[config.mk]
export PLATFORM = sky130hd
export DESIGN_NAME = ritc_delay_scan_flat
export DESIGN_NICKNAME = d
export VERILOG_FILES = /design/src/rtl/ritc_delay_scan_pkg.sv /design/src/rtl/ritc_delay_scan_if.sv /design/src/rtl/ritc_scan_window_tracker.sv /design/src/rtl/ritc_delay_scan.sv /design/src/flat_wrapper.sv
export SDC_FILE = /design/constraint.sdc
export NUM_CORES = 1
export LEC_CHECK = 0
export CAP_MARGIN = 20
export CORE_MARGIN = 3
export CORE_UTILIZATION = 25
export DETAILED_ROUTE_END_ITERATION = 12
export PLACE_DENSITY = 0.41
export SYNTH_ARGS = -nofsm -noshare
export SYNTH_HDL_FRONTEND = slang
export SYNTH_SLANG_ARGS = --single-unit
[constraint.sdc]
create_clock -name CLK -period 3.6 [get_ports CLK]
set_input_delay 0.72 -clock CLK [delete_from_list [all_inputs] [get_ports CLK]]
set_output_delay 0.72 -clock CLK [all_outputs]
set_load 0.005 [all_outputs]
[src/rtl/ritc_delay_scan_pkg.sv]
// ============================================================================
// Module      : ritc_delay_scan_pkg
// Description : Shared types and constants for the RITC IDELAY eye scanner:
//               scan state encoding, tap geometry and the address decode
//               that rejects non-existent channels and bit positions.
// Revision    : 1.0 - initial release
// ============================================================================
`default_nettype none

package ritc_delay_scan_pkg;

    localparam int NTAPS = 32;
    localparam int TAP_W = 5;

    localparam logic [TAP_W-1:0] c_LAST_TAP = TAP_W'(NTAPS - 1);

    // Channel 3 does not exist; bits 12-14 sit between data bits and the clock.
    localparam logic [1:0] c_CHAN_INVALID = 2'd3;
    localparam logic [3:0] c_BIT_RSVD_LO  = 4'd12;
    localparam logic [3:0] c_BIT_RSVD_HI  = 4'd14;

    typedef enum logic [2:0] {
        ST_IDLE       = 3'd0,
        ST_WAIT_RDY   = 3'd1,
        ST_LOAD       = 3'd2,
        ST_SETTLE     = 3'd3,
        ST_SAMPLE     = 3'd4,
        ST_EVAL       = 3'd5,
        ST_FINAL_LOAD = 3'd6,
        ST_DONE       = 3'd7
    } scan_state_t;

    // True when the requested target bit cannot be scanned.
    function automatic logic addr_invalid(input logic [5:0] a);
        return (a[5:4] == c_CHAN_INVALID) ||
               ((a[3:0] >= c_BIT_RSVD_LO) && (a[3:0] <= c_BIT_RSVD_HI));
    endfunction

endpackage

`default_nettype wire

[src/rtl/ritc_delay_scan_if.sv]
// ============================================================================
// Module      : ritc_delay_scan_if
// Description : IDELAY programming bus between the scanner (master) and the
//               delay-line block (slave): tap value, address, load strobe and
//               per-group IDELAYCTRL ready.
// Revision    : 1.0 - initial release
// ============================================================================
`default_nettype none

interface ritc_delay_scan_if;
    import ritc_delay_scan_pkg::*;

    logic [TAP_W-1:0] delay_o;
    logic [5:0]       addr_o;
    logic             load_o;
    logic [2:0]       ready_i;

    modport master (output delay_o, output addr_o, output load_o, input ready_i);
    modport slave  (input delay_o, input addr_o, input load_o, output ready_i);

endinterface

`default_nettype wire

[src/rtl/ritc_scan_window_tracker.sv]
// ============================================================================
// Module      : ritc_scan_window_tracker
// Description : Tracks the current run of error-free taps and remembers the
//               widest run seen so far. Ties keep the earlier window.
// Revision    : 1.0 - initial release
// ============================================================================
`default_nettype none

module ritc_scan_window_tracker
    import ritc_delay_scan_pkg::*;
(
    input  wire logic             CLK,
    input  wire logic             rst_n_i,
    input  wire logic             i_clear,
    input  wire logic             i_clean,
    input  wire logic             i_strobe,
    input  wire logic [TAP_W-1:0] i_tap,
    output logic      [TAP_W-1:0] o_best_start,
    output logic      [TAP_W:0]   o_best_len
);

    logic [TAP_W-1:0] r_run_start;
    logic [TAP_W:0]   r_run_len;
    logic [TAP_W-1:0] r_best_start;
    logic [TAP_W:0]   r_best_len;
    logic [TAP_W-1:0] w_run_start;
    logic [TAP_W:0]   w_run_len;

    // Run values after evaluating the current tap.
    always_comb begin
        w_run_len   = i_clean ? (r_run_len + (TAP_W+1)'(1)) : '0;
        w_run_start = (i_clean && (r_run_len == '0)) ? i_tap : r_run_start;
    end

    // Commit run and strictly-wider best window on each evaluation strobe.
    always_ff @(posedge CLK or negedge rst_n_i) begin
        if (!rst_n_i) begin
            r_run_start  <= '0;
            r_run_len    <= '0;
            r_best_start <= '0;
            r_best_len   <= '0;
        end else if (i_clear) begin
            r_run_start  <= '0;
            r_run_len    <= '0;
            r_best_start <= '0;
            r_best_len   <= '0;
        end else if (i_strobe) begin
            r_run_start <= w_run_start;
            r_run_len   <= w_run_len;
            if (w_run_len > r_best_len) begin
                r_best_len   <= w_run_len;
                r_best_start <= w_run_start;
            end
        end
    end

    assign o_best_start = r_best_start;
    assign o_best_len   = r_best_len;

endmodule

`default_nettype wire

[src/rtl/ritc_delay_scan.sv]
// ============================================================================
// Module      : ritc_delay_scan
// Description : Sweeps all 32 IDELAY taps for one RITC input bit, counts
//               alternating-pattern errors per tap, and loads the centre of
//               the widest error-free window. Optional macro
//               RITC_DELAY_SCAN_ERRLOG_EN adds a readable per-tap error RAM.
// Revision    : 1.0 - initial release
// ============================================================================
`default_nettype none

module ritc_delay_scan
    import ritc_delay_scan_pkg::*;
#(
    parameter int SETTLE_CYCLES = 16,
    parameter int SAMPLES_LOG2  = 8
)(
    input  wire logic             CLK,
    input  wire logic             rst_n_i,
    input  wire logic             start_i,
    input  wire logic [5:0]       addr_i,
    input  wire logic             bit_i,
    input  wire logic             bit_valid_i,
    ritc_delay_scan_if.master     idly,
    output logic                  busy_o,
    output logic                  done_o,
    output logic                  fail_o,
    output logic      [TAP_W-1:0] best_tap_o,
    output logic      [TAP_W:0]   window_len_o
`ifdef RITC_DELAY_SCAN_ERRLOG_EN
    ,
    input  wire logic [TAP_W-1:0]    err_rd_addr_i,
    output logic      [SAMPLES_LOG2:0] err_rd_dat_o
`endif
);

    localparam int c_ERR_W    = SAMPLES_LOG2 + 1;
    localparam int c_SETTLE_W = (SETTLE_CYCLES > 1) ? $clog2(SETTLE_CYCLES) : 1;
    localparam logic [c_SETTLE_W-1:0] c_SETTLE_LAST = c_SETTLE_W'(SETTLE_CYCLES - 1);

    scan_state_t             r_state, w_next;
    logic [TAP_W-1:0]        r_tap, r_delay, w_delay;
    logic [5:0]              r_addr;
    logic [c_SETTLE_W-1:0]   r_settle;
    logic [SAMPLES_LOG2-1:0] r_samp;
    logic [c_ERR_W-1:0]      r_err;
    logic                    r_prev, r_have_prev;
    logic                    r_busy, r_done, r_fail;
    logic [TAP_W-1:0]        r_best_tap;
    logic [TAP_W:0]          r_window_len;
    logic                    w_rdy, w_accept, w_bad_addr, w_load, w_strobe, w_clean, w_sample_err;
    logic [TAP_W-1:0]        w_best_start, w_best_tap;
    logic [TAP_W:0]          w_best_len;

    // Ready of the channel group being scanned; a non-existent group is never ready.
    always_comb begin
        case (r_addr[5:4])
            2'd0:    w_rdy = idly.ready_i[0];
            2'd1:    w_rdy = idly.ready_i[1];
            2'd2:    w_rdy = idly.ready_i[2];
            default: w_rdy = 1'b0;
        endcase
    end

    // Window centre; a clamped sum is unnecessary since start + len never exceeds 32.
    always_comb begin
        w_best_tap   = (w_best_len == '0) ? '0 : (w_best_start + w_best_len[TAP_W:1]);
        w_clean      = (r_err == '0);
        w_bad_addr   = addr_invalid(addr_i);
        w_sample_err = r_have_prev && (bit_i == r_prev);
    end

    // Scan sequencing; load is gated by ready so it can never fire with ready low.
    always_comb begin
        w_next   = r_state;
        w_accept = 1'b0;
        w_load   = 1'b0;
        w_strobe = 1'b0;
        w_delay  = r_delay;
        case (r_state)
            ST_IDLE: begin
                if (start_i) begin
                    w_accept = 1'b1;
                    w_next   = w_bad_addr ? ST_DONE : ST_WAIT_RDY;
                end
            end
            ST_WAIT_RDY: begin
                if (w_rdy) w_next = ST_LOAD;
            end
            ST_LOAD: begin
                w_delay = r_tap;
                if (w_rdy) begin
                    w_load = 1'b1;
                    w_next = ST_SETTLE;
                end else begin
                    w_next = ST_WAIT_RDY;
                end
            end
            ST_SETTLE: begin
                if (!w_rdy)                       w_next = ST_WAIT_RDY;
                else if (r_settle == c_SETTLE_LAST) w_next = ST_SAMPLE;
            end
            ST_SAMPLE: begin
                if (!w_rdy)                         w_next = ST_WAIT_RDY;
                else if (bit_valid_i && (&r_samp))  w_next = ST_EVAL;
            end
            ST_EVAL: begin
                w_strobe = 1'b1;
                w_next   = (r_tap == c_LAST_TAP) ? ST_FINAL_LOAD : ST_WAIT_RDY;
            end
            ST_FINAL_LOAD: begin
                w_delay = w_best_tap;
                if (w_rdy) begin
                    w_load = 1'b1;
                    w_next = ST_DONE;
                end
            end
            ST_DONE: begin
                w_next = ST_IDLE;
            end
            default: w_next = ST_IDLE;
        endcase
    end

    // State register.
    always_ff @(posedge CLK or negedge rst_n_i) begin
        if (!rst_n_i) r_state <= ST_IDLE;
        else          r_state <= w_next;
    end

    // Tap, address and status registers; later assignments take priority.
    always_ff @(posedge CLK or negedge rst_n_i) begin
        if (!rst_n_i) begin
            r_delay      <= '0;
            r_tap        <= '0;
            r_addr       <= '0;
            r_busy       <= 1'b0;
            r_done       <= 1'b0;
            r_fail       <= 1'b0;
            r_best_tap   <= '0;
            r_window_len <= '0;
        end else begin
            r_delay <= w_delay;
            if (w_accept) begin
                r_addr       <= addr_i;
                r_tap        <= '0;
                r_done       <= 1'b0;
                r_fail       <= w_bad_addr;
                r_busy       <= ~w_bad_addr;
                r_best_tap   <= '0;
                r_window_len <= '0;
            end
            if ((r_state == ST_EVAL) && (r_tap != c_LAST_TAP)) r_tap <= r_tap + TAP_W'(1);
            if ((r_state == ST_FINAL_LOAD) && w_rdy) begin
                r_best_tap   <= w_best_tap;
                r_window_len <= w_best_len;
                r_fail       <= (w_best_len == '0);
            end
            if (w_next == ST_DONE) begin
                r_busy <= 1'b0;
                r_done <= 1'b1;
            end
        end
    end

    // Settle timer and sample/error counters; cleared outside their states
    // so an aborted tap restarts from scratch.
    always_ff @(posedge CLK or negedge rst_n_i) begin
        if (!rst_n_i) begin
            r_settle    <= '0;
            r_samp      <= '0;
            r_err       <= '0;
            r_prev      <= 1'b0;
            r_have_prev <= 1'b0;
        end else begin
            r_settle <= (r_state == ST_SETTLE) ? (r_settle + c_SETTLE_W'(1)) : '0;
            if (r_state != ST_SAMPLE) begin
                r_samp      <= '0;
                r_err       <= '0;
                r_prev      <= 1'b0;
                r_have_prev <= 1'b0;
            end else if (bit_valid_i) begin
                r_samp      <= r_samp + SAMPLES_LOG2'(1);
                r_prev      <= bit_i;
                r_have_prev <= 1'b1;
                if (w_sample_err && !(&r_err)) r_err <= r_err + c_ERR_W'(1);
            end
        end
    end

    ritc_scan_window_tracker u_tracker (
        .CLK          (CLK),
        .rst_n_i      (rst_n_i),
        .i_clear      (w_accept),
        .i_clean      (w_clean),
        .i_strobe     (w_strobe),
        .i_tap        (r_tap),
        .o_best_start (w_best_start),
        .o_best_len   (w_best_len)
    );

`ifdef RITC_DELAY_SCAN_ERRLOG_EN
    logic [c_ERR_W-1:0] r_err_ram [0:NTAPS-1];
    logic [c_ERR_W-1:0] r_err_rd;

    // Per-tap error log, written at evaluation, read with one cycle latency.
    always_ff @(posedge CLK) begin
        if (w_strobe) r_err_ram[r_tap] <= r_err;
        r_err_rd <= r_err_ram[err_rd_addr_i];
    end

    assign err_rd_dat_o = r_err_rd;
`endif

    assign idly.delay_o = w_delay;
    assign idly.addr_o  = r_addr;
    assign idly.load_o  = w_load;
    assign busy_o       = r_busy;
    assign done_o       = r_done;
    assign fail_o       = r_fail;
    assign best_tap_o   = r_best_tap;
    assign window_len_o = r_window_len;

endmodule

`default_nettype wire
[src/flat_wrapper.sv]
// flat-port wrapper written by rule: the top's interface ports become plain ports
module ritc_delay_scan_flat import ritc_delay_scan_pkg::*;
#(
    parameter int SETTLE_CYCLES = 16,
    parameter int SAMPLES_LOG2  = 8
)
  (CLK, rst_n_i, start_i, addr_i, bit_i, bit_valid_i, busy_o, done_o, fail_o, best_tap_o, window_len_o, idly_delay_o, idly_addr_o, idly_load_o, idly_ready_i);
  ritc_delay_scan_if idly_i ();
  input  wire logic CLK;
  input  wire logic rst_n_i;
  input  wire logic start_i;
  input  wire logic [5:0] addr_i;
  input  wire logic bit_i;
  input  wire logic bit_valid_i;
  output logic busy_o;
  output logic done_o;
  output logic fail_o;
  output logic      [TAP_W-1:0] best_tap_o;
  output logic      [TAP_W:0] window_len_o;
  output wire logic [$bits(idly_i.delay_o)-1:0] idly_delay_o;
  output wire logic [$bits(idly_i.addr_o)-1:0] idly_addr_o;
  output wire logic [$bits(idly_i.load_o)-1:0] idly_load_o;
  input wire logic [$bits(idly_i.ready_i)-1:0] idly_ready_i;
  assign idly_delay_o = idly_i.delay_o;
  assign idly_addr_o = idly_i.addr_o;
  assign idly_load_o = idly_i.load_o;
  assign idly_i.ready_i = idly_ready_i;
  ritc_delay_scan #(.SETTLE_CYCLES(SETTLE_CYCLES), .SAMPLES_LOG2(SAMPLES_LOG2)) u_core (.CLK(CLK), .rst_n_i(rst_n_i), .start_i(start_i), .addr_i(addr_i), .bit_i(bit_i), .bit_valid_i(bit_valid_i), .idly(idly_i), .busy_o(busy_o), .done_o(done_o), .fail_o(fail_o), .best_tap_o(best_tap_o), .window_len_o(window_len_o));
endmodule
==> flow_summary.toml <==
[critical_path]
slowest_stage = "clkdlybuf4s50_1"
required_ns = 2.88
end_kind = "output port"
crit_type = "register to output port"
slowest_delay_ns = 0.57
reg2regPathDepth = 12
worstPathArrival_ns = 2.66
crit_chain = "ha_1 > inv_1 > fa_1 > inv_1 > a21o_1 > a21oi_1 > xnor2_1 > o31ai_1 > clkdlybuf4s50_1"
cp_common_cell = "inv_1"
cp_max_fo = 3
cp-start-kind = "register"

[logic_synthesis]
synth_nets = 458
synth_cell_types = 39
netlist_top_cells_count = "dfrtp_1 (78), nor2_1 (57), nand2_1 (52)"
ys_warn_count = 0
synth_ff_type = "dfrtp_1"
synthArstFlopShare_pct = 100.0
synth_top_area_cell = "dfrtp_1"
ys_ff_latch = 78
yosysTopAreaCellShare_pct = 48.63
synth_cells = 424
yosysMostFrequentCell = "dfrtp_1"
ys_seq_area_share_pct = 48.63
synth_edf_count = 0
synth.area.top_cells = "dfrtp_1 (49%), ha_1 (5.9%), nor2_1 (5.3%)"
syn-mean-instance-area_um2 = 9.467
mappedNetlistArea_mm2 = 0.004014

[placement]
gp_congestion = 0.7613
post_dp_cell_area_mm2 = 0.004629
post-dp-hpwl_um = 6718
numPortBuffers = 39

[die]
die_area_mm2 = 0.01761
num_rows = 45
start_util_pct = 26.02
die-height_um = 132.7
io_pins = 40
fp.dieW_um = 132.7
core_area_mm2 = 0.01543

[drt]
vias_per_cell = 4.484
route.detailed.drc = 0
ant_nets = 0
vias = 3036
routed_wl_um = 9391
first_pass_iters = 4
drt_iter0_drc = 144
wl_per_cell_um = 13.87

[flow_run]
drv_cap = 0

[sta]
skew_ns = 0.006464
min_period_ns = 3.376
rsz0062_at_grt = "false"
finalSetupViolCount = 0
setup-tns-final_ns = 0
hold_violations = 0
fmax_mhz = 296.2
maxSlewViolCount = 0
slew_headroom_pct = 53.92
worst-slew-pin-transition_ns = 0.6896
period_share_pct = 93.78
whs_ns = 0.3540

[cells_and_area]
syn2layout_area_growth_pct = 23.07
n_antenna_cell = 0
register_area_mm2 = 0.001952
final_area_mm2 = 0.004940
final.fill_count = 1643
multi_input_area_mm2 = 0.001924
nets = 495
drive_gt1_share_pct = 6.652

[cts]
cts_tree = "done"
clk_pin_slew_worst_paths_ns = 0.06
postCtsSetupBuffers = 0
root_buffer = "clkbuf_16"
cts_sinks = 78
cts_resized = 0
cts-htree-levels = 3
clk_path_buf_depth = 2
clk_latency_ns = 0.34
holdBufCountCts = 0
cts_buffers = 9

[min_path]
min_path_type = "input pin to asynchronous set/reset pin"

[global_route]
grt_use_total_pct = 11.29
antenna_found_initial = 0
grt_max_degree = 39
grt_pass1_wl_um = 16200
grt_pass1_vias = 3113
grt_remaining_overflow = 0

[power_and_ir_drop]
p_per_area_mw_per_mm2 = 678.4
power_uw = 3351
p_leak_uw = 0.002281
peakVddDrop_uv = 239.0

[run_status]
status = "complete, no violations"
==> per-stage QoR <==
step                      instances  util, %  setup WS, ns
after global placement          661    30.01        0.6000
after CTS                       677    32.02        0.1955
final                           677    32.02        0.2239
after global routing            677    32.02       0.03600
after detailed placement        661    30.01        0.5641
after floorplan                 424        -        0.9624
==> power by group <==
group	internal, µW	total, µW	switching (µW)	leakage [µW]
clock	575	939	364	0.000155
sequential	1080	1270	191	0.00106
combinational	520	1140	619	0.00107
==> critical path: cells and delay by family, from the launching register on <==
kind,cells,cell delay [ns]
adder cells (fa/ha/maj),2,0.56
AO/OA/AOI/OAI,3,0.53
buffers and inverters,3,0.70
XOR/XNOR,1,0.17
flip-flops,1,0.36
==> logic make-up after synthesis <==
group                      Yosys count  synth area share (%)
AOI/OAI and AO/OA                   64                 9.196
muxes                               21                 5.237
DFF                                 78                 48.63
buffers and inverters               34                 3.429
adders and majority gates           20                 6.422
and+or+nand+nor                    183                 21.85
xor gates and xnor gates            24                 5.237
==> flip-flops by register name (all words and copies together) (netlist names), 6 cells and up <==
| signal | cells |
|---|---|
| u_core.u_tracker.r_run_len | 6 |
| u_core.idly.addr_o | 6 |
| u_core.u_tracker.o_best_len | 6 |
| u_core.window_len_o | 6 |
| u_core.r_err | 9 |
| u_core.r_samp | 8 |
==> placed cells by master (no fill, tap or decap), drive strengths merged, types with 2 or more instances in the layout <==
cell           synthesis  final
dfrtp                 78     78
nor2                  57     57
nand2                 53     53
clkdlybuf4s50          0     38
nand3                 32     32
o21ai                 27     27
mux2i                 21     21
a21oi                 19     19
ha                    19     19
inv                   15     15
xor2                  15     15
clkbuf                 9     11
nand4                  9      9
xnor2                  9      9
and3                   8      8
buf                   10      7
o31ai                  6      6
nand3b                 5      5
clkinv                 0      4
a21o                   3      3
or2                    3      3
nor3                   3      3
nor4                   3      3
o211ai                 2      2
and2                   2      2
nor2b                  2      2
or3                    2      2
and4                   2      2
a31oi                  2      2
==> cell type report <==
class	count	area share, %
Clock inverter	5	1.165
Sequential cell	78	39.51
Clock buffer	11	5.117
Multi-Input combinational cell	312	38.96
Inverter	15	1.140
Timing Repair Buffer	45	8.764
Tap cell	211	5.344
==> final timing paths <==
| kind | startpoint | end | slack (ns) |
|---|---|---|---|
| max reg2reg | u_core.r_err[0]$_DFFE_PN0P_ | u_core.u_tracker.o_best_start[3]$_DFFE_PN0P_ | 0.66 |
| min | rst_n_i | u_core.window_len_o[2]$_DFFE_PN0P_ | 0.35 |
| min reg2reg | u_core.r_settle[0]$_DFF_PN0_ | u_core.r_settle[0]$_DFF_PN0_ | 0.46 |
| max | u_core.u_tracker.o_best_len[1]$_DFFE_PN0P_ | idly_delay_o[4] | 0.22 |
| min in group CLK | u_core.r_settle[0]$_DFF_PN0_ | u_core.r_settle[0]$_DFF_PN0_ | 0.46 |
| max in group asynchronous | rst_n_i | u_core.r_state[2]$_DFF_PN0_ | 2.55 |
==> routing by layer <==
| layer | up-vias | global-route usage, % | wire, µm |
|---|---|---|---|
| met5 | - | 0 | 0 |
| met4 | 0 | 5.023 | 205 |
| met3 | 15 | 1.863 | 326 |
| met2 | 59 | 16.90 | 4049 |
| met1 | 1435 | 16.02 | 4810 |
| li1 | 1527 | - | - |
Note: power is estimated with default switching activity, not from simulation.
